--- config.mk ---
export PLATFORM = sky130hd
export DESIGN_NAME = keypad_scan_fifo
export DESIGN_NICKNAME = d
export VERILOG_FILES = /design/src/rtl/keypad_pkg.sv /design/src/rtl/keypad_code_fifo.sv /design/src/rtl/keypad_scan_fifo.sv
export SDC_FILE = /design/constraint.sdc
export NUM_CORES = 1
export LEC_CHECK = 0
export CAP_MARGIN = 0
export CORE_MARGIN = 3
export CORE_UTILIZATION = 60
export CTS_CLUSTER_SIZE = 10
export DETAILED_ROUTE_END_ITERATION = 10
export PLACE_DENSITY = 0.85
export SETUP_SLACK_MARGIN = 0.02
export SYNTH_ARGS = -nofsm -noshare
export SYNTH_HDL_FRONTEND = slang
export SYNTH_SLANG_ARGS = --single-unit
--- constraint.sdc ---
create_clock -name clk -period 3.7 [get_ports clk]
set_clock_uncertainty 0.15 [all_clocks]
set_input_delay 0.74 -clock clk [delete_from_list [all_inputs] [get_ports clk]]
set_output_delay 0.74 -clock clk [all_outputs]
set_load 0.01 [all_outputs]
--- src/rtl/keypad_pkg.sv ---
// keypad_pkg
// Shared types and constants for the matrix-keypad scanner.
//   scan_state_t            : scanner FSM states
//   width_of()              : $clog2 with a floor of one bit, for counter/index widths
//   DEFAULT_SETTLE_CYCLES   : column settle time at 10 MHz
//   DEFAULT_DEBOUNCE_CYCLES : 10 ms stability window at 10 MHz
//   DEFAULT_FIFO_DEPTH      : key-code buffer entries
package keypad_pkg;

    typedef enum logic [1:0] {
        SCAN,
        DEBOUNCE_P,
        HELD,
        DEBOUNCE_R
    } scan_state_t;

    localparam int DEFAULT_SETTLE_CYCLES   = 16;
    localparam int DEFAULT_DEBOUNCE_CYCLES = 100000;
    localparam int DEFAULT_FIFO_DEPTH      = 8;

    // A value range of 1 or 2 still needs a one-bit register.
    function automatic int width_of(input int max_value);
        return (max_value <= 2) ? 1 : $clog2(max_value);
    endfunction

endpackage

--- src/rtl/keypad_code_fifo.sv ---
// keypad_code_fifo
// Show-ahead synchronous FIFO for key codes. The head entry is visible on
// head_data whenever the FIFO is non-empty; when empty, head_data keeps the
// last entry that was popped (zero after reset).
//   clk       : clock
//   reset     : synchronous, active-low; discards all contents
//   push      : write push_data (accepted when not full, or when full and popping)
//   push_data : entry to write
//   pop       : remove head entry (ignored when empty)
//   head_data : current head entry
//   full      : DEPTH entries stored
//   empty     : no entries stored
//   count     : number of entries stored
module keypad_code_fifo
    import keypad_pkg::*;
#(
    parameter int WIDTH = 4,
    parameter int DEPTH = 8
) (
    input  logic                         clk,
    input  logic                         reset,
    input  logic                         push,
    input  logic [WIDTH-1:0]             push_data,
    input  logic                         pop,
    output logic [WIDTH-1:0]             head_data,
    output logic                         full,
    output logic                         empty,
    output logic [$clog2(DEPTH+1)-1:0]   count
);

    localparam int PTR_W = width_of(DEPTH);
    localparam int CNT_W = $clog2(DEPTH + 1);

    logic [WIDTH-1:0] mem [DEPTH];
    logic [PTR_W-1:0] rd_ptr;
    logic [PTR_W-1:0] wr_ptr;
    logic [WIDTH-1:0] last_data;
    logic             do_push;
    logic             do_pop;

    assign empty     = (count == '0);
    assign full      = (count == CNT_W'(DEPTH));
    assign do_pop    = pop && !empty;
    // A full FIFO can still take a push when the head leaves in the same cycle.
    assign do_push   = push && (!full || do_pop);
    assign head_data = empty ? last_data : mem[rd_ptr];

    // Pointers and occupancy. DEPTH is a power of two, so pointers wrap naturally.
    always_ff @(posedge clk) begin
        if (!reset) begin
            rd_ptr    <= '0;
            wr_ptr    <= '0;
            count     <= '0;
            last_data <= '0;
        end else begin
            if (do_push) begin
                wr_ptr <= wr_ptr + 1'b1;
            end
            if (do_pop) begin
                rd_ptr    <= rd_ptr + 1'b1;
                last_data <= mem[rd_ptr];
            end
            case ({do_push, do_pop})
                2'b10:   count <= count + 1'b1;
                2'b01:   count <= count - 1'b1;
                default: count <= count;
            endcase
        end
    end

    // Storage needs no reset; only entries behind a valid count are ever read.
    always_ff @(posedge clk) begin
        if (do_push) begin
            mem[wr_ptr] <= push_data;
        end
    end

endmodule

--- src/rtl/keypad_scan_fifo.sv ---
// keypad_scan_fifo
// Matrix-keypad scanner: drives one column at a time, samples the rows through
// a two-flop synchroniser, debounces press and release, and queues one
// {column, row} code per accepted press in a show-ahead FIFO.
//   clk       : system clock (10 MHz)
//   reset     : synchronous, active-low
//   row_in    : raw row lines, 1 = key closed in the driven column
//   col_drive : one-hot column drive
//   key_code  : FIFO head, {column index, row index}
//   key_valid : FIFO non-empty
//   key_ready : consumer takes key_code this cycle
//   key_held  : a press has been accepted and not yet released
//   overflow  : sticky, a code was dropped on a full FIFO
//   clr_ovf   : clears overflow (a simultaneous set wins)
module keypad_scan_fifo
    import keypad_pkg::*;
#(
    parameter int ROWS            = 4,
    parameter int COLS            = 4,
    parameter int SETTLE_CYCLES   = DEFAULT_SETTLE_CYCLES,
    parameter int DEBOUNCE_CYCLES = DEFAULT_DEBOUNCE_CYCLES,
    parameter int FIFO_DEPTH      = DEFAULT_FIFO_DEPTH
) (
    input  logic                                     clk,
    input  logic                                     reset,
    input  logic [ROWS-1:0]                          row_in,
    output logic [COLS-1:0]                          col_drive,
    output logic [width_of(COLS)+width_of(ROWS)-1:0] key_code,
    output logic                                     key_valid,
    input  logic                                     key_ready,
    output logic                                     key_held,
    output logic                                     overflow,
    input  logic                                     clr_ovf
);

    localparam int CW = width_of(COLS);
    localparam int RW = width_of(ROWS);
    localparam int SW = width_of(SETTLE_CYCLES);
    localparam int DW = width_of(DEBOUNCE_CYCLES);

    localparam logic [SW-1:0] SETTLE_LAST   = SW'(SETTLE_CYCLES - 1);
    localparam logic [DW-1:0] DEBOUNCE_LAST = DW'(DEBOUNCE_CYCLES - 1);
    localparam logic [CW-1:0] COL_LAST      = CW'(COLS - 1);

    scan_state_t       state;
    scan_state_t       next_state;
    logic [ROWS-1:0]   row_meta;
    logic [ROWS-1:0]   row_s;
    logic [ROWS-1:0]   row_latch;
    logic [ROWS-1:0]   latch_next;
    logic [CW-1:0]     col_idx;
    logic [CW-1:0]     col_next;
    logic [SW-1:0]     settle_cnt;
    logic [SW-1:0]     settle_next;
    logic [DW-1:0]     deb_cnt;
    logic [DW-1:0]     deb_next;
    logic              push_req;
    logic [CW+RW-1:0]  push_code;
    logic              pop_req;
    logic              fifo_full;
    logic              fifo_empty;
    logic [$clog2(FIFO_DEPTH+1)-1:0] unused_fifo_count;

    function automatic logic [CW-1:0] advance_col(input logic [CW-1:0] col);
        return (col == COL_LAST) ? '0 : col + 1'b1;
    endfunction

    // Lowest closed row wins when several rows are closed at once.
    function automatic logic [RW-1:0] lowest_row(input logic [ROWS-1:0] rows);
        logic [RW-1:0] idx;
        idx = '0;
        for (int i = ROWS - 1; i >= 0; i--) begin
            if (rows[i]) begin
                idx = RW'(i);
            end
        end
        return idx;
    endfunction

    assign col_drive = COLS'(1) << col_idx;
    assign key_held  = (state == HELD) || (state == DEBOUNCE_R);
    assign key_valid = !fifo_empty;
    assign pop_req   = key_valid && key_ready;
    assign push_code = {col_idx, lowest_row(row_latch)};

    // Scanner next-state logic: settle, sample, debounce press, hold, debounce release.
    always_comb begin
        next_state  = state;
        col_next    = col_idx;
        settle_next = settle_cnt;
        deb_next    = deb_cnt;
        latch_next  = row_latch;
        push_req    = 1'b0;
        case (state)
            SCAN: begin
                if (settle_cnt == SETTLE_LAST) begin
                    settle_next = '0;
                    if (row_s == '0) begin
                        col_next = advance_col(col_idx);
                    end else begin
                        latch_next = row_s;
                        deb_next   = '0;
                        next_state = DEBOUNCE_P;
                    end
                end else begin
                    settle_next = settle_cnt + 1'b1;
                end
            end
            DEBOUNCE_P: begin
                if (row_s == '0) begin
                    next_state  = SCAN;
                    col_next    = advance_col(col_idx);
                    settle_next = '0;
                end else if (row_s != row_latch) begin
                    latch_next = row_s;
                    deb_next   = '0;
                end else if (deb_cnt == DEBOUNCE_LAST) begin
                    push_req   = 1'b1;
                    deb_next   = '0;
                    next_state = HELD;
                end else begin
                    deb_next = deb_cnt + 1'b1;
                end
            end
            HELD: begin
                if (row_s == '0) begin
                    deb_next   = '0;
                    next_state = DEBOUNCE_R;
                end
            end
            DEBOUNCE_R: begin
                if (row_s != '0) begin
                    deb_next   = '0;
                    next_state = HELD;
                end else if (deb_cnt == DEBOUNCE_LAST) begin
                    deb_next    = '0;
                    settle_next = '0;
                    col_next    = advance_col(col_idx);
                    next_state  = SCAN;
                end else begin
                    deb_next = deb_cnt + 1'b1;
                end
            end
            default: begin
                next_state = SCAN;
            end
        endcase
    end

    // State registers, synchroniser and the sticky overflow flag.
    always_ff @(posedge clk) begin
        if (!reset) begin
            row_meta   <= '0;
            row_s      <= '0;
            state      <= SCAN;
            col_idx    <= '0;
            settle_cnt <= '0;
            deb_cnt    <= '0;
            row_latch  <= '0;
            overflow   <= 1'b0;
        end else begin
            row_meta   <= row_in;
            row_s      <= row_meta;
            state      <= next_state;
            col_idx    <= col_next;
            settle_cnt <= settle_next;
            deb_cnt    <= deb_next;
            row_latch  <= latch_next;
            if (push_req && fifo_full && !pop_req) begin
                overflow <= 1'b1;
            end else if (clr_ovf) begin
                overflow <= 1'b0;
            end
        end
    end

    keypad_code_fifo #(
        .WIDTH (CW + RW),
        .DEPTH (FIFO_DEPTH)
    ) u_fifo (
        .clk       (clk),
        .reset     (reset),
        .push      (push_req),
        .push_data (push_code),
        .pop       (pop_req),
        .head_data (key_code),
        .full      (fifo_full),
        .empty     (fifo_empty),
        .count     (unused_fifo_count)
    );

endmodule

[Yosys cells after proc, flatten, opt, wreduce, memory -nomap -nowiden]
Memory sizes are Yosys's and may differ from the RTL's. A register that Yosys moved wholly into a read port is not among the register bits.
Cells that the tools add are included.
Storage, ports and cells
  register bits after elaboration: 52
  RAM bits: 32
  output and inout bits: 11
  logic and storage cells: 114
  memories: 1
Cells by class
  add/sub/neg operators: 7
  equal/unequal tests: 21
  shifts and indexed selects: 1
  mux-type cells: 49
  reductions and logical operators: 23
Memories
  u_fifo.mem: depth 8, width 4, rd ports 1, clocked after memory_dff 1, write ports 1, RTL line keypad_code_fifo.sv:34  | logic [WIDTH-1:0] mem [DEPTH];
Operators with widths (count)
  $mux 17: 7
  $pmux 17 s4: 1
  $mux 4: 9
  $mux 2: 17
  $add 17x1->17 const B: 1
  $eq 17x17->1 const B: 1
  $pmux 4 s2: 2
  $ne 2x2->1 const B: 6
  $pmux 4 s3: 1
  $reduce_and 4->1: 3
  $add 4x1->4 const B: 2
  $eq 2x2->1 const B: 4
  $eq 4x4->1 const B: 2
  $logic_not 4->1: 2
  $mux 1: 8
  $pmux 2 s4: 1
  $add 3x1->3 const B: 2
  $mux 3: 2
  $ne 3x3->1 const B: 2
  $pmux 2 s3: 1
  $reduce_and 6->1: 1
  $reduce_bool 2->1: 3
  $logic_and 1x1->1: 5
  $reduce_and 5->1: 1
  12 further kinds: 17

[Depth between registers and ports, before layout]
Gate-level depths: netlist of the first run.
  depth after elaboration: 8
  gate-level depth with buffers: 12
  gate-level depth less buffers: 10

[Modules after synthesis]
Synthesis of the first run repeated with hierarchy kept, for this count alone.
Second synthesis, totals
  cell total of the unflattened synthesis: 390
  area, all modules: 4100.2 µm²
Modules (own cells, without submodules)
  keypad_code_fifo: instances 1, cells an instance 158, area each 2109.5 µm², sequential area each 1301.2 µm²
  keypad_scan_fifo: instances 1, cells an instance 232, area each 1990.7 µm², sequential area each 760.7 µm²

[Least setup slack after synthesis of the first run]
OpenSTA, ideal clock, no wires.
  path kind: reg2reg
  start: reg deb_cnt[0]
  end: reg u_fifo.count[3]
  arrival time: 2.335 ns
  data required time: 3.478 ns
  slack: 1.144 ns
  stages on the path, launching flop included: 13
  period minus slack after synthesis: 2.556 ns
  cells stage by stage: dfxtp_1 -> ha_1 -> and4_1 -> buf_4 -> and4_1 -> buf_6 -> a31oi_4 -> ha_1 -> a21o_1 -> a21oi_1 -> nor2_1 -> a22oi_2 -> mux2i_1
On the way
  word-level cells in the longest chain between the ends: 8
Ends and longest elaborated chain
  start: declaration: RTL line keypad_scan_fifo.sv:55  | logic [DW-1:0] deb_cnt;
  start signal: assignment: RTL line keypad_scan_fifo.sv:167  | deb_cnt <= deb_next;
  $eq 17x17->1 *: RTL line keypad_scan_fifo.sv:117  | end else if (deb_cnt == DEBOUNCE_LAST) begin
  $mux 1 *: RTL line keypad_scan_fifo.sv:117
  $mux 1 *: RTL line keypad_scan_fifo.sv:114  | end else if (row_s != row_latch) begin
  $mux 1 *: RTL line keypad_scan_fifo.sv:110  | if (row_s == '0) begin
  $mux 1 *: RTL line keypad_scan_fifo.sv:94  | case (state)
  $logic_and 1x1->1 *: RTL line keypad_code_fifo.sv:45  | assign do_push = push && (!full || do_pop);
  $eq 2x1->1 / $eq 2x2->1 (equally long branches): RTL line keypad_code_fifo.sv:63  | case ({do_push, do_pop})
  $pmux 4 s2 / $reduce_bool 2->1 (equally long branches)
  end signal: assignment: RTL line keypad_code_fifo.sv:64  | 2'b10: count <= count + 1'b1;
  end signal: assignment: RTL line keypad_code_fifo.sv:65  | 2'b01: count <= count - 1'b1;
  end signal: assignment: RTL line keypad_code_fifo.sv:66  | default: count <= count;
  end: declaration: RTL line keypad_code_fifo.sv:28  | output logic [$clog2(DEPTH+1)-1:0] count
Mark *: on every way between the ends. The rest lies on a longest branch, timed or not.
A chain may end at the register's enable or synchronous reset.

==> results_dict.tcl, run 1 <==
set metrics [dict create \
    outcome "completed" \
    final_non_filler_cell_area_sq_um 4560 \
    ys_top_cells_by_count "dfxtp_1 (55), edfxtp_1 (32), nand2_1 (23)" \
    drt_iter0_drc 143 \
    power.combinational.fraction_pct 17.2 \
    maximum_root_to_sink_buffer_count 2 \
    report.power.total_w 0.00235 \
    grt_antenna_before_repair 0 \
    fp.dieH_microns 88.8 \
    postRouteAntennaNets 0 \
    timing.rr.end "u_fifo.mem[1][2]" \
    finish.net_count 390 \
    finalHoldViolCount 0 \
    sw_power_w 0.000587 \
    drt-vias-per-instance 6.12 \
    ioPinCount 19 \
    antenna-diode-count 0 \
    post_cts.resized_instances 0 \
    dp.cells 437 \
    max-cap-violations 0 \
    tritoncts.num_buffers 9 \
    drt_wl_total_mm 7.73 \
    global_route.usage.total_pct 21.8 \
    floorplan.initialDensity_pct 63.3 \
    postSynthNetCount 382 \
    period_needed_ps 3330 \
    number_of_synthesized_register_bits 87 \
    worst-r2r-setup-slack_ps 720 \
    clkLatencyLatePin_ps 370 \
    power_report.internal_total_w 0.00177 \
    placeable_area_sq_um 6490 \
    number_of_flops_mapped_to_enable_cells_by_yosys 32 \
    setup.worst_path.end_class "primary output" \
    pwr_density_cell_nw_per_um2 516 \
    synth_most_common_cell "dfxtp_1" \
    reg2regPathDepth 6 \
    min_to "row_s[0]" \
    setup_viol 0 \
    p_clk_share_pct 37.5 \
    routed_wire_length_per_instance_microns 17.1 \
    clock_sinks 87 \
    share_seq_of_total_power_pct 45.2 \
    synth_area_leaders "dfxtp_1 (27%), edfxtp_1 (23%), mux4_2 (4.4%)" \
    fin_tns_setup_ps 0 \
    placement.cell_area_sq_um 4280 \
    hold_crit_class "flip-flop to flip-flop" \
    dominantRegCellSynth "dfxtp_1" \
    worst_hold_path.num_cells 1 \
    remaining_drc_errors 0 \
    grt-ovfl-total 0 \
    grt_setup_unrepaired "false" \
    cts_tree "yes" \
    cts_hold_repair.buffers 0 \
    p_leak_nw 1.66 \
    post_synthesis_instance_total 363 \
    core.rowCount 29 \
    fp.dieW_microns 88.8 \
    postCtsSetupRepairBufs 0 \
    drtPass1Iterations 4 \
    clk_transition_reported_paths_ps 90 \
    cp_data_required_time_ps 2810 \
    design.die.area_sq_um 7880 \
    share_of_yosys_cell_area_claimed_by_the_top_area_cell_type_pct 26.8 \
    last_weighted_congestion_value_of_the_routability_driven_placer 0.814 \
    path_class "flip-flop to primary output" \
    final_cells 453 \
    synth-async-reset-ratio_pct 0 \
    final.period_utilization_pct 89.9 \
    p_sw_share_pct 25.0 \
    slew_headroom_pct 41.5 \
    via_count 2774 \
    finalWorstSetupSlack_ps 373 \
    cp.arrival_ps 2440 \
    r2r-start "deb_cnt[0]" \
    worst_setup_path_start_kind "flip-flop" \
    drive_gt1_share_pct 10.6 \
    worstHoldStart "row_meta[0]" \
    timing.final.max_slew_violations 0 \
    first_global_vias 2679 \
    grt_first_pass_wirelength_mm 12.9 \
    post_synth_num_cell_types 60 \
    cts_root_cell "clkbuf_8" \
    max_freq_mhz 301 \
    synth_area_per_cell_sq_um 11.3 \
    peakVddDrop_mv 0.424 \
    area_delta_synth_final_pct 10.8 \
    synth_largest_area_cell "dfxtp_1" \
    filler_cell_count 456 \
    synth_area_sq_um 4110 \
    hpwl_mm 5.25 \
    cts-htree-levels 3 \
    yosys_warnings 0 \
    synth.yosys.seq_area_share_pct 50.2 \
    dpl_worst_slack_ps 738 \
    grt_max_degree 26 \
    critical_path_peak_fanout 8 \
    max_slew.worst_pin.slew_ps 877 \
    buffer_ports.inserted 18 \
]
critical path: stages (launching register included):
cell and delay [ps]:
dfxtp_1 670, mux4_2 590, mux2i_1 230, a21oi_1 100, clkdlybuf4s50_1 490
how the worst max path moves through the flow:
stage	depth (start not counted)	startpoint	endpoint
finish	4	flip-flop	key_code[0]
global route	4	flip-flop	key_code[0]
CTS	4	flip-flop	key_code[0]
detailed placement	4	flip-flop	key_code[0]
global placement	9	key_ready	u_fifo.count[3]
floorplan	12	deb_cnt[0]	u_fifo.count[3]
logic make-up (layout without fill, tap and decap cells):
logic type | count (synthesis) | count (layout) | share of synthesized area (%)
multiplexers | 21 | 21 | 7.55
adder cells (fa/ha/maj) | 11 | 11 | 3.53
XOR/XNOR | 18 | 18 | 3.83
flip-flops | 87 | 87 | 50.2
AO/OA/AOI/OAI | 67 | 67 | 12.2
AND/OR/NAND/NOR | 128 | 128 | 19.1
buffers and inverters | 31 | 44 | 3.65
stage by stage:
stage / hold slack (ps) / utilization, %
floorplan: 262 / -
global placement: 266 / 65.9
detailed placement: 272 / 65.9
CTS: 292 / 70.1
global route: 317 / 70.1
finish: 288 / 70.1
layout by cell type (no fill, tap or decap), types with 7 or more instances in the layout:
master and instances:
dfxtp_1 55, nor2b_1 7, clkdlybuf4s50_1 18, ha_1 10
nand3_1 7, clkbuf_8 9, a31oi_1 9, nor2_1 16
mux2i_1 13, nor3b_1 12, o21ai_0 7, edfxtp_1 32
xor2_1 15, nand2_1 23, mux4_2 8, and2_1 15
and3_1 7, a21oi_1 11, inv_1 8
per-layer routing:
| layer | GRT usage, % | share of wire [%] |
|---|---|---|
| met1 | 27.3 | 44 |
| met2 | 34.9 | 49 |
| met3 | 7.26 | 4.5 |
| met4 | 8.93 | 2.1 |
| met5 | 0 | 0 |
state kept, by name, indices dropped and copies added, names as in the netlist, named ones only:
name              cells
col_idx               2
deb_cnt              17
overflow              1
row_latch             4
row_meta              4
row_s                 4
settle_cnt            4
state                 1
u_fifo.count          4
u_fifo.last_data      4
u_fifo.mem           32
u_fifo.rd_ptr         3
u_fifo.wr_ptr         3
area by class of cell:
| cell class | count | area, sq um | area share [%] |
|---|---|---|---|
| clock buffer | 9 | 124 | 2.72 |
| clock inverter | 7 | 149 | 3.27 |
| inverter | 8 | 30.0 | 0.659 |
| multi-input combinational | 245 | 1900 | 41.7 |
| sequential | 87 | 2060 | 45.3 |
| tap | 77 | 96.3 | 2.11 |
| timing repair buffer | 20 | 195 | 4.28 |
power groups by stage:
stage               Sequential (W)  Combinational [W]  Clock (W)
global route               0.00107           0.000444   0.000937
finish                     0.00106           0.000406   0.000882
global placement           0.00108           0.000388          0
CTS                        0.00107           0.000407   0.000901
floorplan                  0.00106           0.000283          0
detailed placement         0.00109           0.000402          0
No activity file was read; power rests on OpenSTA's default activity.
==> inputs of run 2 (changes only) <==
--- a/config.mk
+++ b/config.mk
@@ -10,8 +10,9 @@
 export CORE_UTILIZATION = 60
 export CTS_CLUSTER_SIZE = 10
 export DETAILED_ROUTE_END_ITERATION = 10
-export PLACE_DENSITY = 0.85
+export PLACE_DENSITY = 0.82
 export SETUP_SLACK_MARGIN = 0.02
+export SKIP_CTS_REPAIR_TIMING = 1
 export SYNTH_ARGS = -nofsm -noshare
 export SYNTH_HDL_FRONTEND = slang
 export SYNTH_SLANG_ARGS = --single-unit
==> run 2 against run 1 <==
Net effect: sequential power barely moved; non-clock buffer count did not move; sequential share of layout area rose by 0.72 points; count of clock-buffer cells in the layout did not move; flip-flop and latch count did not move; total power fell by 9.7%; first-iteration DRC count fell by 41%; core utilization fell by 1.1 points; register-to-register slack got worse by 80 ps; worst hold slack improved by 0.95 ps; critical path depth did not move; cell count did not move; critical endpoint is now key_code[2]; highest routed layer unchanged.
==> results_dict.tcl, run 2 (synthesis gave the netlist of run 1 again) <==
set metrics [dict create \
    outcome "completed" \
    max_freq_mhz 308 \
    fp.dieH_microns 88.8 \
    first_global_vias 2628 \
    core.rowCount 29 \
    placeable_area_sq_um 6490 \
    min_to "row_s[0]" \
    grt_setup_unrepaired "false" \
    cts_tree "yes" \
    final_non_filler_cell_area_sq_um 4480 \
    final_common_cell "dfxtp_1" \
    setup.worst_path.end_class "primary output" \
    cp.arrival_ps 2350 \
    remaining_drc_errors 0 \
    finish.net_count 390 \
    antenna-diode-count 0 \
    grt_antenna_before_repair 0 \
    routed_wire_length_per_instance_microns 15.9 \
    critical_path_peak_fanout 8 \
    worst_hold_path.num_cells 1 \
    pwr_density_cell_nw_per_um2 474 \
    hold_crit_class "flip-flop to flip-flop" \
    ioPinCount 19 \
    floorplan.initialDensity_pct 63.3 \
    fp.dieW_microns 88.8 \
    global_route.usage.total_pct 20.3 \
    drtPass1Iterations 4 \
    placement.cell_area_sq_um 4280 \
    worstHoldStart "row_meta[0]" \
    cts_root_cell "clkbuf_8" \
    buffer_ports.inserted 18 \
    grt_first_pass_wirelength_mm 12.3 \
    final.period_utilization_pct 87.6 \
    worst-r2r-setup-slack_ps 640 \
    hpwl_mm 5.25 \
    slew_headroom_pct 44.0 \
    top_register "u_fifo.mem" \
    drt_iter0_drc 85 \
    clkLatencyLatePin_ps 350 \
    postRouteAntennaNets 0 \
    area_delta_synth_final_pct 9.07 \
    peakVddDrop_mv 0.300 \
    grt-ovfl-total 0 \
    maximum_root_to_sink_buffer_count 2 \
    final_cells 453 \
    cts-htree-levels 3 \
    path_class "flip-flop to primary output" \
    max-cap-violations 0 \
    drive_gt1_share_pct 10.6 \
    design.die.area_sq_um 7880 \
    period_needed_ps 3240 \
    clk_transition_reported_paths_ps 90 \
    worst_setup_path_start_kind "flip-flop" \
    r2r-start "deb_cnt[0]" \
    largest_register_ff_count 32 \
    clock_sinks 87 \
    sequential_cell_area_in_the_final_layout_sq_um 2060 \
    tritoncts.num_buffers 9 \
    timing.rr.end "u_fifo.mem[1][2]" \
    cp_data_required_time_ps 2810 \
    dp.cells 437 \
    fin_util_pct 69.0 \
    via_count 2728 \
    filler_cell_count 457 \
    setup_viol 0 \
    last_weighted_congestion_value_of_the_routability_driven_placer 0.751 \
    finalHoldViolCount 0 \
    timing.final.max_slew_violations 0 \
    drt-vias-per-instance 6.02 \
    p_leak_nw 1.62 \
    total_area_of_multi_input_combinational_cells_sq_um 1900 \
    max_slew.worst_pin.slew_ps 841 \
    fin_tns_setup_ps 0 \
    layout_top_registers "u_fifo.mem: 32 flops, deb_cnt: 17 flops" \
    grt_max_degree 28 \
    layout.cells.most_common_list "dfxtp_1 (55), edfxtp_1 (32), nand2_1 (23)" \
    drt_wl_total_mm 7.21 \
    reg2regPathDepth 6 \
]
[run 2: cell count changes in the layout (fill, tap and decap cells not counted)]
cell        previous run  this run
bufinv_16              4         1
clkinv_2               0         1
clkinv_4               0         1
clkinvlp_4             0         1
inv_6                  2         3
inv_8                  1         0
[run 2: worst max path at each step]
stage,startpoint,endpoint,slack (ps),cells after the start
3_5_place_dp,deb_cnt[0],u_fifo.mem[1][3],660,6
3_3_place_gp,key_ready,u_fifo.count[3],810,9
4_1_cts,flip-flop,key_code[2],400,4
5_1_grt,flip-flop,key_code[3],290,4
2_1_floorplan,deb_cnt[0],u_fifo.count[3],1140,12
6_report,flip-flop,key_code[2],460,4
[run 2: power by group]
group          total [W]  internal [W]  switching (W)
sequential       0.00106       0.00102      0.0000404
combinational   0.000394      0.000217       0.000177
clock           0.000669      0.000319       0.000350
total            0.00212       0.00156       0.000568
[run 2: final cells by class]
type / count / area share (%)
clock buffers: 9 / 2.76
clock inverters: 7 / 1.73
inverters: 8 / 0.670
multi-input cells: 245 / 42.4
flip-flops and latches: 87 / 46.0
well taps: 77 / 2.15
repair buffers: 20 / 4.35
[run 2: routing by layer]
metal / vias to the layer above / track usage [%] / wire length (microns) / part of all wire, %
li1: 1353 / - / - / -
met1: 1309 / 23.9 / 3050 / 42
met2: 49 / 35.5 / 3730 / 52
met3: 17 / 3.26 / 207 / 2.9
met4: 0 / 10.6 / 222 / 3.1
met5: - / 0 / 0 / 0
[run 2: per-stage QoR]
stage                     hold WS [ps]  setup WS (ps)  power [W]
after floorplan                    262           1140    0.00134
after global placement             267            815    0.00147
after detailed placement           269            664    0.00148
after CTS                          290            396    0.00214
after global routing               310            291    0.00222
final                              289            458    0.00212
[run 2: worst max-delay path, stage by stage (launching register included)]
cell and delay (ps):
dfxtp_1 640, mux4_2 580, mux2i_1 200, a21oi_1 90, clkdlybuf4s50_1 490
